--- config.mk ---
export PLATFORM = sky130hd
export DESIGN_NAME = nco_phase_gen
export DESIGN_NICKNAME = d
export VERILOG_FILES = /design/src/rtl/nco_pkg.sv /design/src/rtl/valid_delay.sv /design/src/rtl/nco_phase_gen.sv
export SDC_FILE = /design/constraint.sdc
export NUM_CORES = 1
export LEC_CHECK = 0
export ABC_CLOCK_PERIOD_IN_PS = 6500
export BUFFER_PORTS_ARGS = -buffer_cell sky130_fd_sc_hd__buf_2
export CORE_ASPECT_RATIO = 1.5
export CORE_MARGIN = 10
export CORE_UTILIZATION = 50
export CTS_BUF_LIST = sky130_fd_sc_hd__clkbuf_8
export CTS_CLUSTER_SIZE = 16
export DETAILED_ROUTE_END_ITERATION = 16
export MAX_ROUTING_LAYER = met4
export PLACE_DENSITY = 0.76
export SETUP_SLACK_MARGIN = 0.4
export SLEW_MARGIN = 30
export SYNTH_ARGS = -nofsm -noshare
export SYNTH_HDL_FRONTEND = slang
export SYNTH_HIERARCHICAL = 1
export SYNTH_SLANG_ARGS = --single-unit
export TNS_END_PERCENT = 30
--- constraint.sdc ---
create_clock -name clk -period 6.5 [get_ports clk]
set_input_delay 0.65 -clock clk [delete_from_list [all_inputs] [get_ports clk]]
set_output_delay 0.65 -clock clk [all_outputs]
set_load 0.01 [all_outputs]
--- src/rtl/nco_pkg.sv ---
// nco_pkg
//   Shared types and defaults for the NCO phase generator.
//   nco_state_t       : STOPPED / RUN / SWEEP control states
//   NCO_PHASE_WIDTH   : default accumulator / FCW / phase width
package nco_pkg;

  localparam int NCO_PHASE_WIDTH = 32;

  typedef enum logic [1:0] {
    STOPPED = 2'd0,
    RUN     = 2'd1,
    SWEEP   = 2'd2
  } nco_state_t;

endpackage : nco_pkg

--- src/rtl/valid_delay.sv ---
// valid_delay
//   Fixed-depth shift register that delays a single-bit valid flag so it
//   lines up with a registered downstream pipeline (the sine LUT).
//   clk  : clock
//   rst  : synchronous active-high reset, clears every stage
//   d    : flag in
//   q    : flag delayed by exactly DEPTH cycles
module valid_delay #(
  parameter int DEPTH = 1
) (
  input  logic clk,
  input  logic rst,
  input  logic d,
  output logic q
);

  logic [DEPTH-1:0] sr_q;

  generate
    for (genvar gi = 0; gi < DEPTH; gi++) begin : g_stage
      if (gi == 0) begin : g_first
        always_ff @(posedge clk) begin
          if (rst) sr_q[gi] <= 1'b0;
          else     sr_q[gi] <= d;
        end
      end else begin : g_rest
        always_ff @(posedge clk) begin
          if (rst) sr_q[gi] <= 1'b0;
          else     sr_q[gi] <= sr_q[gi-1];
        end
      end
    end
  endgenerate

  assign q = sr_q[DEPTH-1];

endmodule : valid_delay

--- src/rtl/nco_phase_gen.sv ---
// nco_phase_gen
//   Numerically controlled phase generator feeding the sine LUT phase input.
//   Accumulates the active FCW on every accepted sample strobe, adds a phase
//   offset on output, supports glitch-free FCW reloads and a linear up-chirp.
//   clk, rst       : clock, synchronous active-high reset
//   run            : level, 1 = generate, 0 = stop and hold
//   sample_en      : one-cycle sample-rate strobe
//   fcw_in/fcw_load: new FCW and its capture pulse (into shadow register)
//   phase_offset   : static offset added to the accumulator on output
//   sweep_start/step/stop : chirp control, step/stop latched at start
//   phase, phase_valid, wrap : registered phase word, new-sample flag, carry
//   sample_valid   : phase_valid delayed LUT_LATENCY cycles
//   sweep_active   : in SWEEP; sweep_done : one-cycle completion pulse
module nco_phase_gen
  import nco_pkg::*;
#(
  parameter int PHASE_WIDTH = NCO_PHASE_WIDTH,
  parameter int LUT_LATENCY = 1
) (
  input  logic                   clk,
  input  logic                   rst,
  input  logic                   run,
  input  logic                   sample_en,
  input  logic [PHASE_WIDTH-1:0] fcw_in,
  input  logic                   fcw_load,
  input  logic [PHASE_WIDTH-1:0] phase_offset,
  input  logic                   sweep_start,
  input  logic [PHASE_WIDTH-1:0] sweep_step,
  input  logic [PHASE_WIDTH-1:0] sweep_stop,
  output logic [PHASE_WIDTH-1:0] phase,
  output logic                   phase_valid,
  output logic                   wrap,
  output logic                   sample_valid,
  output logic                   sweep_active,
  output logic                   sweep_done
);

  localparam int W = PHASE_WIDTH;

  nco_state_t state_q;
  logic [W-1:0] acc_q;
  logic [W-1:0] fcw_active_q;
  logic [W-1:0] fcw_shadow_q;
  logic [W-1:0] step_q;
  logic [W-1:0] stop_q;
  logic [W-1:0] phase_q;
  logic         phase_valid_q;
  logic         wrap_q;
  logic         sweep_done_q;

  logic         accept_d;
  logic [W:0]   acc_sum_d;
  logic [W:0]   sweep_sum_d;
  logic         sweep_end_d;
  logic [W-1:0] shadow_d;

  // A strobe only counts when already generating and run is still high on
  // this edge, so dropping run blocks a coincident strobe.
  assign accept_d    = sample_en && run && (state_q != STOPPED);
  assign acc_sum_d   = {1'b0, acc_q} + {1'b0, fcw_active_q};
  // One extra bit so a step that overflows the FCW still ends the sweep.
  assign sweep_sum_d = {1'b0, fcw_active_q} + {1'b0, step_q};
  assign sweep_end_d = (sweep_sum_d >= {1'b0, stop_q});
  // Shadow value as seen after this edge; forwarding it lets a load that
  // coincides with a strobe take effect from the very next strobe.
  assign shadow_d    = fcw_load ? fcw_in : fcw_shadow_q;

  always_ff @(posedge clk) begin
    if (rst) begin
      state_q       <= STOPPED;
      acc_q         <= '0;
      fcw_active_q  <= '0;
      fcw_shadow_q  <= '0;
      step_q        <= '0;
      stop_q        <= '0;
      phase_q       <= '0;
      phase_valid_q <= 1'b0;
      wrap_q        <= 1'b0;
      sweep_done_q  <= 1'b0;
    end else begin
      phase_valid_q <= accept_d;
      wrap_q        <= accept_d & acc_sum_d[W];
      sweep_done_q  <= 1'b0;

      if (accept_d) begin
        phase_q <= acc_q + phase_offset;
        acc_q   <= acc_sum_d[W-1:0];
      end

      if (fcw_load) fcw_shadow_q <= fcw_in;

      case (state_q)
        STOPPED: begin
          // Nothing is accumulating, so the active FCW can follow the
          // shadow freely; generation then starts at the loaded frequency.
          fcw_active_q <= shadow_d;
          if (run) state_q <= RUN;
        end

        RUN: begin
          if (!run) begin
            state_q <= STOPPED;
          end else begin
            if (sample_en) fcw_active_q <= shadow_d;
            if (sweep_start) begin
              step_q  <= sweep_step;
              stop_q  <= sweep_stop;
              state_q <= SWEEP;
            end
          end
        end

        SWEEP: begin
          if (!run) begin
            state_q <= STOPPED;
          end else if (sample_en) begin
            if (sweep_end_d) begin
              // Stop value wins over any load made during the sweep.
              fcw_active_q <= stop_q;
              fcw_shadow_q <= stop_q;
              sweep_done_q <= 1'b1;
              state_q      <= RUN;
            end else begin
              fcw_active_q <= sweep_sum_d[W-1:0];
            end
          end
        end

        default: state_q <= STOPPED;
      endcase
    end
  end

  valid_delay #(
    .DEPTH(LUT_LATENCY)
  ) u_valid_delay (
    .clk(clk),
    .rst(rst),
    .d  (phase_valid_q),
    .q  (sample_valid)
  );

  assign phase        = phase_q;
  assign phase_valid  = phase_valid_q;
  assign wrap         = wrap_q;
  assign sweep_done   = sweep_done_q;
  assign sweep_active = (state_q == SWEEP);

endmodule : nco_phase_gen

# ---- Yosys cells after proc, flatten, opt, wreduce, memory -nomap -nowiden
# Index checks and enable logic that the tools add are counted.
dict set report word_totals {
  output_inout_bits 37
  ff_bits 198
  elab_cells 57
  inputBits 134
}
dict set report classes {
  add_sub_neg 3
  magnitude_cmp 1
  n_mux 19
  n_reduce_logical 9
  n_eq_ne 10
  n_bitwise 4
}
# operator n
set ops {}
lappend ops {{2-to-1 mux 32 bit} 10}
lappend ops {{case mux 32 bit (3 select lines)} 1}
lappend ops {{adder 32 x 32 -> 33 bit} 2}
lappend ops {{>= comparator 33 x 32 -> 1 bit} 1}
lappend ops {{adder 32 bit} 1}
lappend ops {{2-to-1 mux 2 bit} 6}
lappend ops {{inequality test 2 bit, second input constant} 5}
lappend ops {{inequality test 3 bit, second input constant} 2}
lappend ops {{case mux 2 bit (3 select lines)} 1}
lappend ops {{AND reduction 5 bit} 1}
lappend ops {{AND reduction 4 bit} 1}
lappend ops {{OR reduction 4 bit} 1}
lappend ops {{inequality test 3 x 2 -> 1 bit, second input constant} 1}
lappend ops {{NOT 1 bit} 3}
lappend ops {{AND reduction 3 bit} 1}
lappend ops {{nonzero test 3 bit} 1}
lappend ops {{equality test 2 x 1 -> 1 bit, second input constant} 1}
lappend ops {{equality test 2 bit, second input constant} 1}
lappend ops {{logical AND 1 bit} 2}
lappend ops {{logical NOT 2 bit} 1}
lappend ops {{nonzero test 2 bit} 1}
lappend ops {{bitwise AND 1 bit} 1}
lappend ops {{2-to-1 mux 1 bit} 1}

# ---- Depth between registers and ports, before layout
# Gate-level depths: netlist of run 1.
dict set report depth {
  ltp_word 6
  depth_mapped 23
}

# ---- Modules after synthesis
# Netlist of run 1, hierarchy kept.
# module instances cells_each area_each_um2
set by_module_without_submodules {}
lappend by_module_without_submodules {nco_phase_gen 1 1588 12903.6}
lappend by_module_without_submodules {valid_delay 1 2 33.8}

# ---- Least setup slack after synthesis of run 1
# OpenSTA, ideal clock, no wires.
dict set report synth_path {
  path_type {reg-to-reg}
  startpoint {register fcw_active_q[0]}
  endpoint {register fcw_active_q[2]}
  required_ps 6369
  slack_ps 2269
  stages_incl_launch_ff 21
  arrival_time_ps 4100
  synth_period_minus_slack_ps 4231
  cell_sequence {dfxtp_1 -> ha_1 -> fa_1 -> a211oi_1 -> o211a_1 -> nor4b_4 -> o21ai_2 -> a211oi_2 -> nor3_1 -> o21bai_1 -> a21oi_1 -> xnor2_1 -> ha_1 -> a21o_1 -> a211oi_1 -> o2111a_1 -> nand4_2 -> buf_6 -> mux2_2 -> a211oi_1 -> nor3_1}
}
dict set report synth_via {
  elab_chain_len 6
}
# item line_no
set synth_lines {}
lappend synth_lines {{from (decl)} nco_phase_gen.sv:42} ;# logic [W-1:0] fcw_active_q;
lappend synth_lines {{from (signal assigned)} nco_phase_gen.sv:96} ;# fcw_active_q <= shadow_d;
lappend synth_lines {{from (signal assigned)} nco_phase_gen.sv:104} ;# if (sample_en) fcw_active_q <= shadow_d;
lappend synth_lines {{from (signal assigned)} nco_phase_gen.sv:119} ;# fcw_active_q <= stop_q;
lappend synth_lines {{adder 32 x 32 -> 33 bit (*)} nco_phase_gen.sv:62} ;# assign sweep_sum_d = {1'b0, fcw_active_q} + {1'b0, step_q};
lappend synth_lines {{>= comparator 33 x 32 -> 1 bit} nco_phase_gen.sv:63} ;# assign sweep_end_d = (sweep_sum_d >= {1'b0, stop_q});
lappend synth_lines {{2-to-1 mux 32 bit (*)} nco_phase_gen.sv:117} ;# if (sweep_end_d) begin
lappend synth_lines {{2-to-1 mux 32 bit (*)} nco_phase_gen.sv:116} ;# end else if (sample_en) begin
lappend synth_lines {{2-to-1 mux 32 bit (*)} nco_phase_gen.sv:114} ;# if (!run) begin
lappend synth_lines {{case mux 32 bit (3 select lines) (*)} nco_phase_gen.sv:92} ;# case (state_q)
# Every way passes the cells marked *; elsewhere a longest branch is shown, timed or not. The select of a mux whose other input is x is not followed.
# A chain may end at the register's enable or synchronous reset.

# ---- Worst setup path after layout of run 1
dict set report layout_path {
  startpoint {register fcw_active_q[0]}
  endpoint {register fcw_active_q[29]}
}
# The elaborated chain is that of the path after synthesis.

==> results by group, run 1 <==
Status
  • Status: completed

Place
  • Pre-CTS setup slack: 1.31 ns
  • Hpwl dp: roughly 28,000 um
  • Routability cong.: 0.961
  • Port Buffer Count: between 150 and 200
  • Dpl cell area: 14,000 um2
  • Placed cell count: ~2,000

Worst hold path
  • Tightest Hold Check Type: input port to register

Die
  • Die width: between 150 and 200 um
  • Die Y: approximately 220 um
  • Starting density of the core: 0.504
  • Total die area: roughly 33,000 um2
  • Core area: ~26,000 um2
  • Row Count: just over 70
  • Number of I/O pins: between 150 and 200

STA
  • Worst setup slack after layout: around 1.2 ns
  • Setup Skew: ~0.019 ns
  • Setup TNS Final: 0 ns
  • Fmax: roughly 190 MHz
  • Final period utilization: 0.812
  • Min Tclk post-route: 5.28 ns
  • Unrepaired setup endpoints after global routing: false
  • Worst-Margin Slew: 0.942 ns
  • Finish-stage setup viols: 0
  • Max-slew headroom at the worst pin: 0.371
  • Max Slew Vio Count: 0
  • Hold violation total from the final report: 0

Critical path
  • CP max FO: 37
  • Crit Path Class: register to register
  • Worst path arrival time: around 5.7 ns
  • Endpoint class of the critical path: register
  • Worst Path Required: ~6.9 ns
  • Critical Path Start Type: register
  • R2R Setup Slk: between 1 and 1.5 ns

GRT
  • Initial antenna violation count: 0
  • Global-route wire length before repair: 58,200 um
  • Global route total overflow: 0
  • Pin count of the biggest net entering global routing: 66
  • Vias in the first global route: around 12,000
  • Overall global routing resource usage: 0.224

Clocking
  • PostCTS Resize Cnt: 0
  • Clock slew at reported path FFs: between 0.1 and 0.15 ns
  • CTS tree: built
  • Hold buffers post-CTS: 0
  • Clk_lat worst skew: ~0.53 ns
  • Clock buffer depth: 2
  • Root Driver: clkbuf_8
  • Post-CTS Setup Bufs: 0
  • Cts bufs inserted: 17
  • H-tree depth: 4
  • Clk sinks: 198

Synthesis
  • Seq cells post-synth: ~200
  • Number of synthesized flops with an enable pin: 0
  • Largest cells by area after synthesis: dfxtp_1 (31%), ha_1 (12%), nand2_1 (8.6%), a21oi_1 (7.6%), mux2i_1 (3.5%)
  • Share of the synthesized area in the top cell type: 0.306
  • Count of cell types in the netlist: a little under 90
  • Syn_nets: between 1,500 and 2,000
  • Sequential area share after synthesis: 0.306
  • Post-Syn Instances: about 1,600
  • Mapped Avg Cell Area: ~8.1 um2
  • Syn Std Cell Area: 12,900 um2
  • Synth Warn #: 6
  • Asr flop ratio synth: 0
  • Synth Flop Type: dfxtp_1
  • Area leader, netlist: dfxtp_1

Finish
  • Finished Cell Area: roughly 14,000 um2
  • Sequential Area: a little under 4000 um2
  • Layout cells sized above 1: 0.154
  • Non-filler cells, final: ~2,000
  • Layout overhead on the synthesized area: 10.8%
  • Area used by multi-input combinational logic: around 8400 um2
  • Final nets: 1,978
  • FILL cells: approximately 2,400

Route
  • Initial DRC count: 918
  • Vias: between 10,000 and 15,000
  • DRC errors left: 0
  • WL final: roughly 37,000 um
  • DR pass1 iterations: 5
  • Average wire per standard cell: 17.8 um
  • DR vias/cell: 5.82
  • Routed Antenna Nets: 0

Pwr
  • Final Power: 2650 uW
  • Pwr dens: between 150 and 200 nW/um2
  • Leak: 0.00648 uW
  • VDD IR max: 0.151 mV

Job
  • # Max-Cap Violations: 0
-- cell families (layout without fill, tap and decap cells) --
logic type,Yosys count,after routing,share of synthesized area
AOI/OAI and AO/OA,496,496,0.256
buffers and inverters,129,266,0.0421
muxes,55,55,0.0435
other,0,1,0
adders and majority gates,131,131,0.128
and+or+nand+nor,509,509,0.176
xor gates and xnor gates,72,72,0.0487
DFF,198,198,0.306
-- critical path: stages, from the launching register on --
cell and delay [ns]:
dfxtp_1 0.35, ha_1 0.26, fa_1 0.43, a211oi_1 0.29, o211a_1 0.26, nor4b_4 0.07, o21ai_2 0.26, a211oi_2 0.12
nor3_1 0.30, o21bai_1 0.11, a21oi_1 0.18, xnor2_1 0.11, ha_1 0.31, nand3_1 0.13, nor4_1 0.27, o21ai_0 0.16
nand4_2 0.14, buf_4 0.49, nor2b_4 0.58, a21oi_1 0.17, o311a_1 0.14
-- registers in the layout (all words and copies together) (netlist names) --
name and count:
acc_q 32, fcw_active_q 32, fcw_shadow_q 32, phase 32, step_q 32, stop_q 32, state_q 2, phase_valid 1
sweep_done 1, u_valid_delay/q 1, wrap 1
-- power by group --
| part | internal (uW) | total (uW) | leakage [uW] | switching, uW |
|---|---|---|---|---|
| registers | 1260 | 1300 | 0.00161 | 39.3 |
| clock network | 308 | 800 | 0.000191 | 493 |
| logic | 231 | 548 | 0.00468 | 316 |
-- per-stage QoR --
| step | util | hold slack (ns) |
|---|---|---|
| 6_report | 0.558 | 0.342 |
| 5_1_grt | 0.558 | 0.335 |
| 4_1_cts | 0.558 | 0.320 |
| 3_5_place_dp | 0.543 | 0.441 |
| 3_3_place_gp | 0.543 | 0.436 |
| 2_1_floorplan | - | 0.436 |
-- area by class of cell --
class	instances	area share
diodes	1	0.000175
clock inverters	12	0.00750
clock buffers	20	0.0192
repair buffers	179	0.0644
well taps	333	0.0291
flip-flops and latches	198	0.276
inverters	55	0.0144
multi-input cells	1263	0.589
-- placed cells by master, fill, tap and decap left out, drive strengths merged, types with 6 or more instances in the layout --
cell / synthesis / final
nor3: 16 / 16
o221ai: 21 / 21
nand3: 14 / 14
o21ai: 57 / 57
and2: 9 / 9
nand2: 295 / 295
or3: 8 / 8
inv: 55 / 62
nor2b: 20 / 20
o211ai: 10 / 10
nand3b: 6 / 6
nand2b: 12 / 12
nand4: 8 / 8
mux2i: 45 / 45
a31oi: 7 / 7
clkbuf: 57 / 20
nor2: 92 / 92
ha: 127 / 127
o21a: 20 / 20
dfxtp: 198 / 198
xnor2: 49 / 49
and3: 11 / 11
a211o: 10 / 10
a21o: 50 / 50
o21bai: 10 / 10
mux2: 10 / 10
xor2: 23 / 23
a21oi: 198 / 198
buf: 17 / 179
a211oi: 59 / 59
-- Yosys cell counts (all sizes together) (3+ instances only) --
library cell,number
a31oi,7
nor2,92
o31ai,5
and4,3
xor2,23
o21ai,57
ha,127
nand4,8
or2,5
a211oi,59
o21a,20
o21bai,10
a221oi,5
nor2b,20
dfxtp,198
mux2,10
and3,11
o221ai,21
buf,17
a31o,4
or3,8
inv,55
a21o,50
xnor2,49
o211ai,10
clkbuf,57
fa,3
mux2i,45
nand3b,6
a211o,10
o211a,3
a222oi,5
nand2b,12
a221o,4
nand2,295
and2,9
o311a,3
nand3,14
a21oi,198
nor3,16
-- per-layer routing --
metal  up-vias  part of all wire  GRT usage  wire length [um]
li1       5974                 -          -                 -
met1      5610              0.43      0.266             15800
met2       328              0.49      0.369             17800
met3        76             0.051     0.0341              1890
met4         0             0.031     0.0917              1150
met5         -                 0          -                 0
-- worst paths after layout --
kind | start | cells past startpoint | endpoint
hold reg to reg | phase[8]$_SDFFE_PP0P_ | 2 | phase[8]$_SDFFE_PP0P_
setup / recovery | fcw_active_q[0]$_SDFFE_PP0P_ | 20 | fcw_active_q[29]$_SDFFE_PP0P_
hold / removal | sweep_stop[1] | 3 | stop_q[1]$_SDFFE_PP0P_
setup reg to reg | fcw_active_q[0]$_SDFFE_PP0P_ | 20 | fcw_active_q[29]$_SDFFE_PP0P_
Power figures use the tool's default switching activity.
==> run 2, diff against run 1 <==
--- a/config.mk
+++ b/config.mk
@@ -5,7 +5,7 @@
 export SDC_FILE = /design/constraint.sdc
 export NUM_CORES = 1
 export LEC_CHECK = 0
-export ABC_CLOCK_PERIOD_IN_PS = 6500
+export ABC_CLOCK_PERIOD_IN_PS = 5300
 export BUFFER_PORTS_ARGS = -buffer_cell sky130_fd_sc_hd__buf_2
 export CORE_ASPECT_RATIO = 1.5
 export CORE_MARGIN = 10
==> constraint.sdc (replaced) <==
create_clock -name clk -period 5.3 [get_ports clk]
set_input_delay 0.53 -clock clk [delete_from_list [all_inputs] [get_ports clk]]
set_output_delay 0.53 -clock clk [all_outputs]
set_load 0.01 [all_outputs]
==> results by group, run 2 (same netlist as run 1, synthesis figures left out) <==
Status
  • Status: completed

Die
  • Number of I/O pins: 171 (unchanged)
  • Total die area: 32,800 um2 (unchanged)
  • Starting density of the core: 0.504 (unchanged)
  • Die Y: 217 um (unchanged)
  • Core area: 25,700 um2 (unchanged)
  • Row Count: 72 (unchanged)
  • Die width: 151 um (unchanged)

STA
  • Min Tclk post-route: 4.63 ns (-0.646 ns)
  • Hold violation total from the final report: 0 (unchanged)
  • Setup TNS Final: 0 ns (unchanged)
  • Max Slew Vio Count: 0 (unchanged)
  • Worst setup slack after layout: 0.665 ns (-0.554 ns)
  • Max-slew headroom at the worst pin: 0.387 (+0.0158)
  • Finish-stage setup viols: 0 (unchanged)
  • Final period utilization: 0.874 (+0.0620)
  • Fmax: 216 MHz (+14%)
  • Unrepaired setup endpoints after global routing: false
  • Setup Skew: 0.0201 ns (+0.00148 ns)
  • Worst-Margin Slew: 0.918 ns (-0.0237 ns)

Route
  • Average wire per standard cell: 17.7 um (-0.62%)
  • Vias: 11,800 (-1.4%)
  • DR vias/cell: 5.72 (-1.7%)
  • Initial DRC count: 861 (-6.2%)
  • DRC errors left: 0 (unchanged)
  • DR pass1 iterations: 5 (unchanged)
  • WL final: 36,500 um (-0.33%)
  • Routed Antenna Nets: 0 (unchanged)

Place
  • Routability cong.: 0.926 (-3.6%)
  • Hpwl dp: 27,500 um (-1.7%)
  • Port Buffer Count: 170 (unchanged)
  • Pre-CTS setup slack: 0.438 ns (-0.871 ns)

GRT
  • Overall global routing resource usage: 0.224 (+0.000422)
  • Gr busiest metal: met2
  • Initial antenna violation count: 0 (unchanged)
  • Pin count of the biggest net entering global routing: 66 (unchanged)
  • Met2 usage: 0.372 (+0.00365)
  • Grt met3 use: 0.0382 (+0.00415)
  • Global-route wire length before repair: 58,200 um (about the same)
  • Global route total overflow: 0 (unchanged)
  • Vias in the first global route: 11,800 (+0.40%)
  • M1 GR Usage: 0.262 (-0.00389)

Finish
  • Layout overhead on the synthesized area: 12.3%
  • Area used by multi-input combinational logic: 8490 um2 (+0.55%)
  • N_diodes: 0 (-1)
  • FILL cells: 2,446 (+1.2%)
  • Most frequent cells in the layout: nand2_1 (294), dfxtp_1 (197), a21oi_1 (196)
  • Sequential Area: 3970 um2 (about the same)
  • Layout cells sized above 1: 0.162 (+0.00803)
  • Final nets: 1,985 (+0.35%)
  • Commonest non-fill, non-tap cell in the layout: nand2_1

Critical path
  • CP max FO: 15 (-59%)
  • Crit Path Class: register to register
  • Worst Path Required: 5.72 ns (-1.19 ns)
  • Worst path arrival time: 5.06 ns (-0.64 ns)
  • R2R Setup Slk: 0.67 ns (-0.55 ns)
  • Critical Path Start Type: register
  • Endpoint class of the critical path: register

Clocking
  • Clock slew at reported path FFs: 0.12 ns (about the same)
  • Hold buffers post-CTS: 0 (unchanged)
  • Root Driver: clkbuf_8
  • Clk sinks: 198 (unchanged)
  • Clock buffer depth: 2 (unchanged)
  • Cts bufs inserted: 17 (unchanged)
  • H-tree depth: 4 (unchanged)
  • CTS tree: built
  • Clk_lat worst skew: 0.54 ns (about the same)

Pwr
  • Leak: 0.00658 uW (+1.6%)
  • Pwr dens: 229 nW/um2 (+24%)
  • VDD IR max: 0.202 mV (+34%)

Job
  • # Max-Cap Violations: 0 (unchanged)

Worst hold path
  • Tightest Hold Check Type: input port to register
-- run 2: cell types whose count changed in the layout (fill, tap and decap cells not counted), sizes merged --
cell      change
clkbuf        -1
diode         -1
inv           +3
buf           +6
bufinv        +1
clkinvlp      -2
-- run 2: where the power goes --
| group | switching [uW] | total (uW) | internal (uW) |
|---|---|---|---|
| sequential | 49.7 | 1600 | 1550 |
| combinational | 401 | 705 | 304 |
| clock | 624 | 1030 | 408 |
-- run 2: worst max-delay path, stage by stage (launching register included) --
cell      delay (ns)
dfxtp_1         0.36
ha_1            0.24
fa_1            0.44
a211oi_2        0.24
o211a_1         0.23
nor4b_4         0.07
o21ai_2         0.26
a211oi_2        0.13
nor3_2          0.22
o21bai_1        0.08
a21oi_1         0.16
xnor2_1         0.19
ha_1            0.30
a21o_1          0.20
a211oi_2        0.22
o2111a_1        0.25
nand4_4         0.19
buf_12          0.22
a222oi_1        0.25
a21bo_2         0.25
-- run 2: what timing repair did --
action,CTS,global route
endpoints found under the hold margin,0,0
pin swaps,0,4
endpoints found under the setup margin,3,67
setup buffers,0,4
resized for setup,1,16
gates cloned,0,1
-- run 2: final cells by class --
| cell class | instances | share of cell area |
|---|---|---|
| clock buffers | 18 | 0.0170 |
| clock inverters | 14 | 0.0107 |
| inverters | 55 | 0.0142 |
| multi-input cells | 1263 | 0.584 |
| flip-flops and latches | 198 | 0.273 |
| well taps | 333 | 0.0287 |
| repair buffers | 186 | 0.0723 |
-- run 2: worst paths after layout --
check                                     from                       endpoint  cells past startpoint
setup / recovery  fcw_active_q[0]$_SDFFE_PP0P_  fcw_active_q[30]$_SDFFE_PP0P_                     19
setup reg to reg  fcw_active_q[0]$_SDFFE_PP0P_  fcw_active_q[30]$_SDFFE_PP0P_                     19
hold reg to reg          phase[7]$_SDFFE_PP0P_          phase[7]$_SDFFE_PP0P_                      2
hold / removal                  sweep_stop[18]        stop_q[18]$_SDFFE_PP0P_                      3
-- run 2: through the flow --
stage / hold WS, ns / std cells / power (uW) / utilization / cell area [um2]
2_1_floorplan: 0.436 / 1590 / 2110 / - / 12900
3_3_place_gp: 0.435 / 2030 / 2290 / 0.544 / 14000
3_5_place_dp: 0.444 / 2030 / 2300 / 0.544 / 14000
4_1_cts: 0.196 / 2062 / 3320 / 0.560 / 14400
5_1_grt: 0.195 / 2067 / 3480 / 0.566 / 14500
6_report: 0.225 / 2067 / 3330 / 0.566 / 14500
-- run 2: metal layers --
metal | vias to the layer above | part of all wire
met5 | - | 0
met4 | 0 | 0.032
met3 | 74 | 0.048
met2 | 286 | 0.49
met1 | 5478 | 0.43
li1 | 5984 | -
